**src/rtl/pcfile_read_arb.sv**
```systemverilog
// Multi-port PC-file read arbiter: urgent-first round-robin grant of NUM_REQ requesters onto
// NUM_PORTS read ports, with starvation ageing and a one-cycle response return path.
module pcfile_read_arb #(
    parameter int NUM_REQ   = 4,
    parameter int NUM_PORTS = 2,
    parameter int ADDR_W    = 6,
    parameter int DATA_W    = 32,
    parameter int AGE_MAX   = 7
) (
    input  logic                                clk,
    input  logic                                rst,
    input  logic                                IN_flush,
    input  logic [NUM_REQ-1:0]                  IN_reqValid,
    input  logic [NUM_REQ-1:0]                  IN_reqPrio,
    input  logic [NUM_REQ-1:0][ADDR_W-1:0]      IN_reqAddr,
    output logic [NUM_REQ-1:0]                  OUT_reqGrant,
    output logic [NUM_PORTS-1:0]                OUT_rdValid,
    output logic [NUM_PORTS-1:0][ADDR_W-1:0]    OUT_rdAddr,
    input  logic [NUM_PORTS-1:0][DATA_W-1:0]    IN_rdData,
    output logic [NUM_REQ-1:0]                  OUT_respValid,
    output logic [NUM_REQ-1:0][DATA_W-1:0]      OUT_respData
);

    localparam int AGE_W  = $clog2(AGE_MAX + 1);
    localparam int IDX_W  = (NUM_REQ > 1) ? $clog2(NUM_REQ) : 1;
    localparam int PORT_W = (NUM_PORTS > 1) ? $clog2(NUM_PORTS) : 1;
    localparam int unsigned NREQ  = NUM_REQ;
    localparam int unsigned NPORT = NUM_PORTS;

    logic [IDX_W-1:0]                   rr_ptr;
    logic [IDX_W-1:0]                   rr_next;
    logic [NUM_REQ-1:0][AGE_W-1:0]      age;
    logic [NUM_REQ-1:0]                 urgent;
    logic [NUM_PORTS-1:0]               port_valid;
    logic [NUM_PORTS-1:0][IDX_W-1:0]    port_idx;
    logic [NUM_PORTS-1:0]               resp_pend;
    logic [NUM_PORTS-1:0][IDX_W-1:0]    resp_idx;

    always_comb begin
        for (int unsigned i = 0; i < NREQ; i++) begin
            urgent[i] = IN_reqValid[i] & (IN_reqPrio[i] | (age[i] == AGE_W'(AGE_MAX)));
        end
    end

    // Two sweeps from rr_ptr (urgent, then the rest); ports fill in grant order.
    always_comb begin
        int unsigned n_grant;
        int unsigned idx;
        OUT_reqGrant = '0;
        port_valid   = '0;
        port_idx     = '0;
        OUT_rdAddr   = '0;
        rr_next      = rr_ptr;
        n_grant      = 0;
        idx          = 0;
        if (!rst && !IN_flush) begin
            for (int unsigned pass = 0; pass < 2; pass++) begin
                for (int unsigned k = 0; k < NREQ; k++) begin
                    idx = (32'(rr_ptr) + k) % NREQ;
                    if (IN_reqValid[IDX_W'(idx)] && (urgent[IDX_W'(idx)] == (pass == 0))
                        && (n_grant < NPORT)) begin
                        OUT_reqGrant[IDX_W'(idx)]   = 1'b1;
                        port_valid[PORT_W'(n_grant)] = 1'b1;
                        port_idx[PORT_W'(n_grant)]   = IDX_W'(idx);
                        OUT_rdAddr[PORT_W'(n_grant)] = IN_reqAddr[IDX_W'(idx)];
                        rr_next                      = IDX_W'((idx + 1) % NREQ);
                        n_grant                      = n_grant + 1;
                    end
                end
            end
        end
    end

    assign OUT_rdValid = port_valid;

    always_ff @(posedge clk or posedge rst) begin
        if (rst) begin
            rr_ptr    <= '0;
            age       <= '0;
            resp_pend <= '0;
            resp_idx  <= '0;
        end else begin
            resp_pend <= port_valid;
            resp_idx  <= port_idx;
            if (!IN_flush) begin
                if (|port_valid) begin
                    rr_ptr <= rr_next;
                end
                for (int unsigned i = 0; i < NREQ; i++) begin
                    if (OUT_reqGrant[i] || !IN_reqValid[i]) begin
                        age[i] <= '0;
                    end else if (age[i] != AGE_W'(AGE_MAX)) begin
                        age[i] <= age[i] + AGE_W'(1);
                    end
                end
            end
        end
    end

    // Flush kills the response due this cycle, even though it was registered before.
    always_comb begin
        OUT_respValid = '0;
        OUT_respData  = '0;
        if (!rst && !IN_flush) begin
            for (int unsigned p = 0; p < NPORT; p++) begin
                if (resp_pend[p]) begin
                    OUT_respValid[resp_idx[p]] = 1'b1;
                    OUT_respData[resp_idx[p]]  = IN_rdData[p];
                end
            end
        end
    end

endmodule

```
**config.mk**
```make
export PLATFORM = sky130hd
export DESIGN_NAME = pcfile_read_arb
export DESIGN_NICKNAME = d
export VERILOG_FILES = /design/src/rtl/pcfile_read_arb.sv
export SDC_FILE = /design/constraint.sdc
export NUM_CORES = 1
export LEC_CHECK = 0
export ABC_AREA = 1
export BUFFER_PORTS_ARGS = -buffer_cell sky130_fd_sc_hd__buf_2
export CAP_MARGIN = 20
export CORE_MARGIN = 3
export CORE_UTILIZATION = 35
export DETAILED_ROUTE_END_ITERATION = 10
export PLACE_DENSITY = 0.63
export SYNTH_ARGS = -nofsm -noshare
export SYNTH_HDL_FRONTEND = slang
export SYNTH_SLANG_ARGS = --single-unit
```
**constraint.sdc**
```tcl
create_clock -name clk -period 5.45 [get_ports clk]
set_clock_uncertainty 0.1 [all_clocks]
set_input_delay 0.2725 -clock clk [delete_from_list [all_inputs] [get_ports clk]]
set_output_delay 0.2725 -clock clk [all_outputs]
set_load 0.01 [all_outputs]
```
; Word-level counts from Yosys, hierarchy flattened
; Cells that the tools add are included.
[op_classes]
n_mux = 199
reduce_logical = 50
magnitude_cmp = 33
add_sub_neg = 16
n_eq_ne = 8
n_bitwise = 29
[op_table]
columns = op, n
row1 = 128-bit two-way mux, 4
row2 = 32-bit two-way mux, 15
row3 = "32-bit by 2-bit less-than comparator with 1-bit output, second input constant", 7
row4 = "32-bit by 1-bit adder with 32-bit output, second input constant", 6
row5 = 12-bit two-way mux, 14
row6 = 4-bit two-way mux, 34
row7 = 128-bit AND, 1
row8 = 128-bit bitwise mux, 1
row9 = 32-bit demux with 2-bit select, 2
row10 = 12-bit bitwise mux, 7
row11 = 6-bit two-way mux, 13
row12 = 2-bit two-way mux, 31
row13 = 6-bit binary-select mux with 2-bit select, 4
row14 = 6-bit demux with 1-bit select, 7
row15 = 4-bit bitwise OR, 8
row16 = 1-bit logical AND, 29
row17 = 4-bit bitwise mux, 7
row18 = 1-bit two-way mux, 24
row19 = 3-bit two-way mux, 8
row20 = "2-bit by 3-bit less-than comparator with 1-bit output, second input constant", 6
row21 = 1-bit binary-select mux with 2-bit select, 8
row22 = 2-bit demux with 1-bit select, 7
row23 = "1-bit by 2-bit less-than comparator with 1-bit output, second input constant", 7
row24 = "3-bit by 1-bit adder with 3-bit output, second input constant", 4
row25 = other kinds (20), 81
[totals]
output_inout_bits = 150
in_bits = 99
regBits = 20
word_cells = 343

; Longest topological paths before layout
[logic_depth]
word_depth = 41
depth_mapped = 38
depth_no_buf = 38

; Worst setup path after synthesis
; Ideal clock, no wire load.
[synth_path]
kind = reg-to-output
from = register rr_ptr[1]
to = output port OUT_rdAddr[0] in the netlist's numbering
path_buffers = 4
arrival_ps = 5262
stages_incl_launch_ff = 34
t_required_ps = 5078
path_slack_ps = -184
path_cell_list = dfrtp_1 -> buf_2 -> inv_2 -> clkbuf_1 -> ha_1 -> buf_2 -> nand3_1 -> o21ai_4 -> ha_1 -> inv_1 -> nor2_4 -> inv_4 -> nand2_4 -> inv_2 -> ha_1 -> nand3b_2 -> nand2_8 -> inv_1 -> ha_1 -> nand3_2 -> nand2_8 -> clkinv_2 -> nand2_2 -> nor2_4 -> nand2_4 -> nand2_4 -> inv_2 -> ha_1 -> nor2_1 -> nor2_2 -> nor2_8 -> nand3_4 -> buf_4 -> a211oi_2
[synth_rtl]
columns = item, line
row1 = start: declaration, 30  ; logic [IDX_W-1:0] rr_ptr;
row2 = start signal: assignment, 87  ; rr_ptr <= rr_next;
row3 = end: declaration, 18  ; output logic [NUM_PORTS-1:0][ADDR_W-1:0] OUT_rdAddr,

==> run summary <==
The flow ran to the end, and the final reports show no timing, DRC or antenna violations. After routing the design area is roughly 8300 um2. The library cell used most frequently in the layout, excluding fill and tap cells, is inv_1.

The post-route worst hold slack came out at between 0.08 and 0.09 ns. The min-delay analysis places its worst path in the category primary input to asynchronous set/reset pin. Leaving out filler cells and counting taps, the final layout contains about 1700. The Yosys warning count is 0.

The count of input and output buffers came out at 248. The total placed cells including tap cells is approximately 1600. The setup slack after placement came out at around 0.0025 ns. Once detail routing completed, the nets flagged for antenna violations numbered 0.

The starting density of the core came out at 0.365. The pre-antenna-repair detailed-routing pass consisted of 5 iterations. The full die area came out at between 20000 and 25000 um2. TritonCTS built the clock tree. The overall overflow remaining after global route is 0. Clock-pin slew was measured on the worst setup and hold paths at about 0.07 ns.

The clock latency at the later pin of the worst-skew pair came out at 0.26 ns. Headroom to the max-slew limit came out at 0.412. For this design the ratio of total power to cell area is 701 nW/um2. In the layout the commonest cells are inv_1, buf_2, nand2_1. The cell sitting at the root of the clock tree is a clkbuf_16. The maximum number of pins on one net before global-route repair is between 80 and 90. The count of distinct cell types in the synthesized netlist is 47.

The number of global-route vias before repair came out at approximately 8000. The max-cap violation count is 0. The required time of the critical path is between 5 and 6 ns. When the netlist entered floorplanning its net count stood at about 1300. The global router's overall resource usage is 0.232.

The H-tree depth came out at 1. The terminus of the critical flop-to-flop path is age[6]$_DFFE_PP0P_. Of all flip-flops after synthesis, the portion carrying an async set or reset was 1.00. The share of the clock period used by the worst path came out at 0.961. The congestion estimate from routability-driven global placement came to 0.921. Summing every instance area after synthesis gives between 6000 and 7000 um2. The worst setup path is launched from a register.

The largest driver fanout on the critical path came out at 7. STA classifies the critical path endpoint as a primary output. Summed over all layers, the routed wires come to 24.8 mm. The area added between synthesis and finish is 28.5%. The launch point of the worst path is age[3]$_DFFE_PP0P_. The final number of max-transition violations is 0.

The number of synthesized register bits came out at 20. The number of antenna violations at the first check in global routing is 0. The core area is between 15000 and 20000 um2.

between 200 and 250 I/O pins were placed. Counting stages on the worst path, the most repeated cell is nand2_2. Static timing analysis puts the maximum clock frequency at ~190 MHz. The number of enable flip-flop cells after synthesis is 0. The post-detailed-placement half-perimeter wirelength came out at approximately 19 mm. The standard cell area after detailed placement came out at 7890 um2.

The final standard cell utilization of the core came out at 0.469. After detailed routing, the average wire length per cell comes to between 10 and 15 um. The ratio of routed vias to standard cells came out at ~5.2. The synthesized instance count is between 1000 and 1500.

Summed over all cells, the static leakage comes to ~4.4 nW. The wire length of the first global-routing pass came out at just under 40 mm. In the routed design, unresolved DRC markers number 0. The longest clock path from root to sink contains 2 buffers. The most frequently used flop master after synthesis is dfrtp_1. The total setup violations reported at the end of the flow is 0. The sequential fraction of the synthesis area is 0.0779. The via count is between 8000 and 9000. The worst register-to-register path begins at age[3]$_DFFE_PP0P_. The synthesized area divided by synthesized cell count is 5.35 um2.

The die is around 140 um tall. The total clock sinks is 20. In the final layout, the share of cells above drive strength 1 is 0.289. The maximum vdd ir drop is approximately 0.00038 V. Among all stages on the critical path, the largest delay is contributed by dfrtp_1. The worst setup path is of the register to primary output kind. The number of placement rows is 48. The final critical delay including setup and external delays is about 5.2 ns. Data arrives at the worst endpoint at around 4.9 ns.

The actual transition at the worst max-transition pin is roughly 0.88 ns. The number of violations reported at the end of detailed-routing iteration 0 is 560. The total CTS buffers is 3. The horizontal die dimension came out at 141 um. The final critical-path setup slack came out at approximately 0.21 ns.

The largest single stage delay on the critical path is approximately 0.40 ns. The worst setup slack for register-to-register paths is roughly 0.54 ns. The final hold violation count was 0. For this run, the post-layout net count is 1552. The number of hold buffers added after cts came out at 0. The antenna cell count came out at 0. The worst reg2reg path depth is 37.
per-stage QoR:
| stage | setup TNS [ns] | power, W |
|---|---|---|
| floorplan | -0.0716 | 0.00390 |
| global route | -0.0176 | 0.00635 |
| CTS | 0 | 0.00536 |
| finish | 0 | 0.00579 |
| detailed placement | 0 | 0.00504 |
| global placement | 0 | 0.00501 |
layout make-up:
| cell class | instances | area (um2) |
|---|---|---|
| multi-input combinational | 802 | 4560 |
| clock buffer | 3 | 75.1 |
| sequential | 20 | 500 |
| inverter | 314 | 1190 |
| clock inverter | 1 | 30.0 |
| fill | 1942 | 9340 |
| timing repair buffer | 293 | 1620 |
| tap | 225 | 282 |
kinds of logic (layout without fill, tap and decap cells):
kind of cell    Yosys count  after routing  synth area share
simple gates            450            450             0.339
flops                    20             20            0.0779
compound gates          333            333             0.317
buf+inv                 378            611             0.229
fa+ha+maj                19             19            0.0370
worst max-delay path by stage:
stage / slack [ns] / to
final: 0.21 / OUT_rdAddr[4]
after global routing: -0.01 / OUT_rdAddr[4]
after CTS: 0.08 / OUT_rdAddr[3]
after detailed placement: 0.003 / OUT_rdAddr[3]
after global placement: 0.15 / OUT_rdAddr[3]
after floorplan: -0.01 / OUT_rdAddr[0]
repair_timing:
| action | in CTS | in global routing |
|---|---|---|
| pin swaps | 3 | 15 |
| setup endpoints to repair | 18 | 21 |
| gates resized for setup | 4 | 23 |
| gates cloned | 0 | 1 |
| setup buffers | 3 | 12 |
power breakdown:
part	leakage (nW)	switching (W)	internal (W)
combinational	4.12	0.00346	0.00190
sequential	0.266	0.0000313	0.000191
clock	0.0511	0.0000657	0.000146
total	4.43	0.00355	0.00223
critical path, delay by kind of cell, from the launching register on:
family                   cells  cell delay (ns)
buffers and inverters        8             0.72
flip-flops                   1             0.40
AND/OR/NAND/NOR             17             1.69
adder cells (fa/ha/maj)      6             1.40
AO/OA/AOI/OAI                2             0.39
cells in the mapped netlist, drive strengths merged (3+ instances only):
library cell	instances	area, um2
a21boi	3	22.5
o21ai	127	666
a21oi	31	159
inv	310	1170
nand4	11	75.1
o211ai	14	105
o221ai	3	26.3
nor2	170	718
clkbuf	49	184
clkinv	4	16.3
ha	19	238
dfrtp	20	500
a211oi	13	158
nand2	232	1120
buf	15	100
nand3	33	238
o22ai	133	832
per-layer routing:
layer  track usage  routed length [um]  part of all wire
met2         0.410               11900              0.48
met4        0.0813                 754             0.030
met1         0.287               10200              0.41
met5             0                   0                 0
met3        0.0313                1960             0.079
sequential cells by signal, summed over array words and instances (netlist names):
register	count
resp_idx	4
age	12
resp_pend	2
rr_ptr	2
(Power assumes the default switching activity.)
